**src/rtl/harmonic_accumulator.sv**
```systemverilog
// harmonic_accumulator: sums level-scaled harmonic sine samples into L/R frame samples for the DAC output stage (optional STEREO_SPLIT_EN: even harmonics to L, odd to R)
module harmonic_accumulator #(
    parameter int MAX_HARMONICS = 256,
    parameter int COUNT_BITS    = 9,
    parameter int LEVEL_SHIFT   = 16
) (
    input  logic        i_Clock,
    input  logic        i_Reset_N,
    input  logic        i_Frame_Start,
    input  logic        i_Harmonic_Valid,
    input  logic [15:0] i_Harmonic_Sample,
    input  logic [15:0] i_Harmonic_Level,
    input  logic        i_Harmonic_Last,
    input  logic        i_Out_Ready,
    output logic [31:0] o_Sample_L,
    output logic [31:0] o_Sample_R,
    output logic        o_Start,
    output logic        o_Overrun,
    output logic        o_Busy
);

    localparam logic [1:0] IDLE  = 2'd0;
    localparam logic [1:0] ACCUM = 2'd1;
    localparam logic [1:0] DRAIN = 2'd2;
    localparam logic [1:0] HOLD  = 2'd3;

    logic [1:0]            state, state_next;
    logic [COUNT_BITS-1:0] count;
    logic                  drain_cnt;
    logic                  frame_clear, accept, emit;
    logic signed [32:0]    product_d, product;
    logic                  p_valid;
    logic [31:0]           term;
    logic [31:0]           acc_l;
`ifdef STEREO_SPLIT_EN
    logic                  idx_odd, p_odd;
    logic [31:0]           acc_r;
`endif

    // next-state, acceptance and product/term decode
    always_comb begin
        frame_clear = i_Frame_Start && (state == IDLE || state == ACCUM);
        accept      = (state == ACCUM) && i_Harmonic_Valid &&
                      (i_Frame_Start || count < COUNT_BITS'(MAX_HARMONICS));
        emit        = (state == HOLD) && i_Out_Ready;
        state_next  = (state == IDLE)  ? (i_Frame_Start ? ACCUM : IDLE) :
                      (state == ACCUM) ? ((i_Harmonic_Valid && i_Harmonic_Last) ? DRAIN : ACCUM) :
                      (state == DRAIN) ? (drain_cnt ? HOLD : DRAIN) :
                                         (i_Out_Ready ? IDLE : HOLD);
        product_d   = 33'($signed(i_Harmonic_Sample)) * 33'($signed({1'b0, i_Harmonic_Level}));
        term        = 32'(product >>> LEVEL_SHIFT);
`ifdef STEREO_SPLIT_EN
        idx_odd     = i_Frame_Start ? 1'b0 : count[0];
`endif
    end

    // FSM, accepted-harmonic counter (also the harmonic index) and two-cycle drain timer
    always_ff @(posedge i_Clock or negedge i_Reset_N) begin
        if (!i_Reset_N) begin
            state     <= IDLE;
            count     <= '0;
            drain_cnt <= 1'b0;
        end else begin
            state     <= state_next;
            count     <= frame_clear ? COUNT_BITS'(accept) : count + COUNT_BITS'(accept);
            drain_cnt <= (state == DRAIN) && !drain_cnt;
        end
    end

    // stage 1: register the signed sample x unsigned level product
    always_ff @(posedge i_Clock or negedge i_Reset_N) begin
        if (!i_Reset_N) begin
            p_valid <= 1'b0;
            product <= '0;
`ifdef STEREO_SPLIT_EN
            p_odd   <= 1'b0;
`endif
        end else begin
            p_valid <= accept;
            if (accept) product <= product_d;
`ifdef STEREO_SPLIT_EN
            if (accept) p_odd <= idx_odd;
`endif
        end
    end

    // stage 2: accumulate the shifted term; a frame start discards anything still in flight
    always_ff @(posedge i_Clock or negedge i_Reset_N) begin
        if (!i_Reset_N) begin
            acc_l <= '0;
`ifdef STEREO_SPLIT_EN
            acc_r <= '0;
`endif
        end else if (frame_clear) begin
            acc_l <= '0;
`ifdef STEREO_SPLIT_EN
            acc_r <= '0;
`endif
        end else if (p_valid) begin
`ifdef STEREO_SPLIT_EN
            if (p_odd) acc_r <= acc_r + term;
            else acc_l <= acc_l + term;
`else
            acc_l <= acc_l + term;
`endif
        end
    end

    // hand the finished frame to the output stage and flag aborted or dropped frames
    always_ff @(posedge i_Clock or negedge i_Reset_N) begin
        if (!i_Reset_N) begin
            o_Start    <= 1'b0;
            o_Overrun  <= 1'b0;
            o_Sample_L <= '0;
`ifdef STEREO_SPLIT_EN
            o_Sample_R <= '0;
`endif
        end else begin
            o_Start   <= emit;
            o_Overrun <= i_Frame_Start && (state != IDLE);
            if (emit) o_Sample_L <= acc_l;
`ifdef STEREO_SPLIT_EN
            if (emit) o_Sample_R <= acc_r;
`endif
        end
    end

`ifndef STEREO_SPLIT_EN
    assign o_Sample_R = o_Sample_L;
`endif
    assign o_Busy = (state != IDLE);

endmodule
```
**config.mk**
```make
export PLATFORM = sky130hd
export DESIGN_NAME = harmonic_accumulator
export DESIGN_NICKNAME = d
export VERILOG_FILES = /design/src/rtl/harmonic_accumulator.sv
export SDC_FILE = /design/constraint.sdc
export NUM_CORES = 1
export LEC_CHECK = 0
export BUFFER_PORTS_ARGS = -buffer_cell sky130_fd_sc_hd__buf_2
export CAP_MARGIN = 25
export CORE_MARGIN = 5
export CORE_UTILIZATION = 31
export CTS_BUF_LIST = sky130_fd_sc_hd__clkbuf_8
export DETAILED_ROUTE_END_ITERATION = 8
export PLACE_DENSITY = 0.46
export SLEW_MARGIN = 20
export SYNTH_ARGS = -nofsm -noshare
export SYNTH_HDL_FRONTEND = slang
export SYNTH_SLANG_ARGS = --single-unit
```
**constraint.sdc**
```tcl
create_clock -name i_Clock -period 4.2 [get_ports i_Clock]
set_input_delay 0 -clock i_Clock [delete_from_list [all_inputs] [get_ports i_Clock]]
set_output_delay 0 -clock i_Clock [all_outputs]
set_load 0.01 [all_outputs]
```
**Yosys cells after proc, flatten, opt, wreduce, memory -nomap -nowiden**

Index checks and enable logic that the tools add are counted.

- Input port bits: 38
- Memory bits (writable): 0
- Flip-flop bits (word level): 112
- Bits in latches: 0
- Memory bits (read-only): 0
- Memories kept: 0
- Output and inout bits: 67

- Reductions and logical operators: 13
- Equal/unequal tests: 3
- Mux-type cells: 10
- Shifts and indexed selects: 0
- Multipliers: 1
- Bitwise logic cells: 0
- Order comparisons: 1
- $add $sub $neg: 2
- Divide/modulo/power cells: 0

Operators with widths:

| operator | count |
|---|---|
| two-way mux 32 bit | 2 |
| multiplier 16 x 17 -> 33 bit | 1 |
| adder 32 bit | 1 |
| two-way mux 2 bit | 5 |
| adder 9 x 1 -> 9 bit | 1 |
| < comparator 9 bit (second input constant) | 1 |
| two-way mux 9 bit | 1 |
| logical AND 1 bit | 7 |
| == test 2 bit (second input constant) | 2 |
| nonzero test 2 bit | 2 |
| == test 2 x 1 -> 1 bit (second input constant) | 1 |
| logical NOT 2 bit | 1 |
| logical OR 1 bit | 2 |
| two-way mux 1 bit | 2 |
| logical NOT 1 bit | 1 |

**Depth between registers and ports, before layout**

- Depth after elaboration: 5
- Depth in mapped cells: 23

**Least setup slack after synthesis**

Ideal clock, no wire load.

- Path kind: input port to flip-flop
- From: in i_Harmonic_Sample[1]
- To: reg product[31]
- Library setup time: 128 ps
- Arrival: 5582 ps
- Path slack: -1510 ps
- Data required time: 4072 ps
- Stages on the path: 21
- Buffers on the path: 1
- Cell sequence: clkbuf_1 > nand2_1 > fa_1 > fa_1 > fa_1 > inv_1 > fa_1 > fa_1 > inv_1 > fa_1 > inv_1 > ha_1 > a2111oi_2 > o21ai_1 > a211o_1 > a211oi_2 > o311ai_2 > a221o_2 > a21oi_2 > xor2_1 > o21ai_1

- Word-level cells in the longest chain between the ends: 1

Ends and longest elaborated chain:

| item | RTL line | RTL |
|---|---|---|
| from (decl) | 11 | `input logic [15:0] i_Harmonic_Sample,` |
| multiplier 16 x 17 -> 33 bit | 50 | `product_d = 33'($signed(i_Harmonic_Sample)) * 33'($signed({1'b0, i_Harmonic_Level}));` |
| to (signal assigned) | 80 | `if (accept) product <= product_d;` |
| to (decl) | 31 | `logic signed [32:0] product_d, product;` |

No other way between the ends.
A chain may end at the register's enable or synchronous reset.

**Final worst setup path**

- From: in i_Harmonic_Sample[4]
- To: reg product[31]

The elaborated chain is that of the path after synthesis.

==> flow_summary_export.csv <==
group,metric,value,unit
status,status,"finished, violations left",
status,violations,"setup timing",
timing,rsz0062_at_grt,"true",
finish,drive_above_1_share,23.2,%
synth,async_flop_share,100,%
finish,antenna-diode-count,0,
timing,tightest_slew,882,ps
finish,layout_common_cells,"226 x inv_1, 182 x fa_1, 181 x nand2_1",
synth,synthesis.area,0.0137,mm2
timing,timing.hold.ws,23.8,ps
finish,final_common_cell,"inv_1",
global_route,gr-total-overflow,0,
detailed_routing,avgRoutedWirePerCell,15.4,um
timing,setup_viol,17,
place,pre_cts_slack,-1690,ps
timing,hold_viol,0,
synth,yosys_warnings,0,
detailed_routing,drt_iter0_drc,405,
detailed_routing,drc_errors,0,
clock_network,clockBufferDepth,2,
place,dpl.hpwl,29.0,mm
timing,setup_tns,-14600,ps
global_route,grt_antenna_before_repair,0,
timing,max_slew_margin,41.1,%
detailed_routing,via_per_inst,4.55,
clock_network,cts_tree,"built",
global_route,grt_first_pass_wirelength,57.3,mm
synth,synth_cell_types,61,
synth,synth_seq_cells,96,
floorplan,io_pins,105,
critical_path,crit_type,"input pin to flip-flop",
place,finalWeightedCongestion,0.807,
floorplan,die_x,220,um
floorplan,dieArea,0.0484,mm2
clock_network,cts_sinks,96,
synth,synth_edf_count,0,
critical_path,crit_fanout,7,
place,port_buffers,104,
finish,area_growth,19.6,%
critical_path,start_kind,"input pin",
finish,layoutNonFillerInstCount,2228,
detailed_routing,first_pass_iters,5,
critical_path,required,4450,ps
timing,drv_slew,0,
synth,syn_area_per_cell,9.37,um2
detailed_routing,vias,10100,
timing,fmax,191,MHz
finish,nNetsFinal,2015,
critical_path,crit_arrival,5480,ps
floorplan,coreArea,0.0439,mm2
critical_path,crit_path_end_kind,"flip-flop",
clock_network,clkSlewWorstSetupHoldPaths,90,ps
global_route,grt_pass1_vias,10900,
synth,ys.flop_type,"dfrtp_1",
detailed_routing,drt_wl_total,34.4,mm
job,drv_cap,0,
global_route,grt_usage,14.5,%
floorplan,start_util,31.1,%
timing,period_share,125,%
floorplan,rows,77,
synth,syn_inst,1459,
min_path,hold_class,"input pin to flip-flop",
synth,yosysSeqAreaShare,17.6,%
timing,fin_ws,-1030,ps
floorplan,die_h,220,um
synth,syn_nets,1843,
clock_network,cts_buffers,9,
timing,period_minus_slack,5230,ps
global_route,grt_max_degree,50,
clock_network,clock_latency,370,ps
clock_network,clock-root-buffer,"clkbuf_8",
clock_network,h-tree-depth,3,
place,dp.cells,2192,
timing,clock_skew,9.90,ps
detailed_routing,ant_nets,0,
[layer usage]
layer | wire length, um | global-route usage, % | vias up
li1 | - | - | 4947
met1 | 16500 | 20.2 | 5014
met2 | 16700 | 25.2 | 158
met3 | 956 | 1.42 | 19
met4 | 274 | 2.10 | 0
met5 | 0 | 0 | -
[timing repair]
action / 4_1_cts / 5_1_grt
setup endpoints to repair: 17 / 17
hold buffers: 5 / 0
endpoints found under the hold margin: 52 / 0
buffers inserted: 12 / 5
pin swaps: 44 / 25
gates resized for setup: 90 / 31
[worst paths after layout]
| path | startpoint | to | slack, ps | cells past startpoint |
|---|---|---|---|---|
| worst min register to register | drain_cnt$_DFF_PN0_ | drain_cnt$_DFF_PN0_ | 440 | 1 |
| max in group asynchronous | i_Reset_N | count[0]$_DFF_PN0_ | 2940 | 3 |
| worst min-delay path | i_Harmonic_Valid | state[0]$_DFF_PN0_ | 20 | 4 |
| min in group asynchronous | i_Reset_N | o_Sample_L[16]$_DFFE_PN0P_ | 190 | 2 |
| worst max-delay path | i_Harmonic_Sample[4] | product[31]$_DFFE_PN0P_ | -1030 | 22 |
| worst max register to register | product[16]$_DFFE_PN0P_ | acc_l[26]$_DFFE_PN0P_ | 640 | 11 |
[kinds of logic (layout without fill, tap and decap cells)]
family,after synthesis,after routing,synth area share (%)
adders and majority gates,346,346,42.3
AOI/OAI and AO/OA,178,178,8.37
DFF,96,96,17.6
buffers and inverters,321,498,9.77
muxes,53,53,4.19
xor gates and xnor gates,48,48,3.08
and+or+nand+nor,417,417,14.7
[synth_stat cells (all sizes together), types with 3 or more instances]
library cell | n | area, um2
a211o | 3 | 26.3
a211oi | 11 | 87.6
a21boi | 3 | 22.5
a21o | 19 | 145
a21oi | 55 | 279
a31oi | 5 | 31.3
and2 | 118 | 738
and3 | 6 | 38.8
buf | 35 | 251
clkbuf | 44 | 165
dfrtp | 96 | 2400
fa | 194 | 3880
ha | 152 | 1900
inv | 240 | 901
mux2 | 34 | 383
mux2i | 19 | 190
nand2 | 182 | 683
nand2b | 14 | 87.6
nand3 | 13 | 65.1
nand4 | 6 | 37.5
nor2 | 52 | 195
nor2b | 6 | 37.5
nor3 | 4 | 20.0
o211ai | 6 | 45.0
o21a | 3 | 22.5
o21ai | 41 | 205
o21bai | 4 | 30.0
o22ai | 6 | 37.5
o31ai | 5 | 37.5
or2 | 4 | 25.0
or3 | 7 | 43.8
xnor2 | 28 | 245
xor2 | 20 | 175
[worst max-delay path, cell delays in order]
cell and delay [ps]:
buf_12 110, buf_6 120, and2_4 150, fa_1 520, inv_1 50, fa_1 460
fa_1 530, inv_2 40, fa_1 450, fa_1 520, inv_2 40, fa_1 510
inv_2 50, ha_4 210, a21o_4 220, a211o_1 320, a211oi_4 260, o311ai_2 140
a221o_2 430, a21oi_2 140, xor2_1 150, o21ai_1 60
[stage by stage]
step	area (um2)	utilization [%]
2_1_floorplan	13900	-
3_3_place_gp	15500	35.3
3_5_place_dp	15500	35.3
4_1_cts	16200	36.9
5_1_grt	16300	37.2
6_report	16300	37.2
[state kept, by name (all words and copies together) (netlist names), 2 cells and up]
register,count
acc_l,32
o_Sample_L,32
product,17
count,9
state,2
[layout make-up]
cell class / count / area (um2)
clock buffers: 10 / 138
clock inverters: 6 / 83.8
fillers: 4537 / 27600
inverters: 240 / 901
multi-input cells: 1042 / 10300
flip-flops and latches: 96 / 2400
well taps: 592 / 741
repair buffers: 242 / 1760
Power is not shown: default switching activity piles up to over one toggle a cycle in this logic, so the estimate is an artifact.
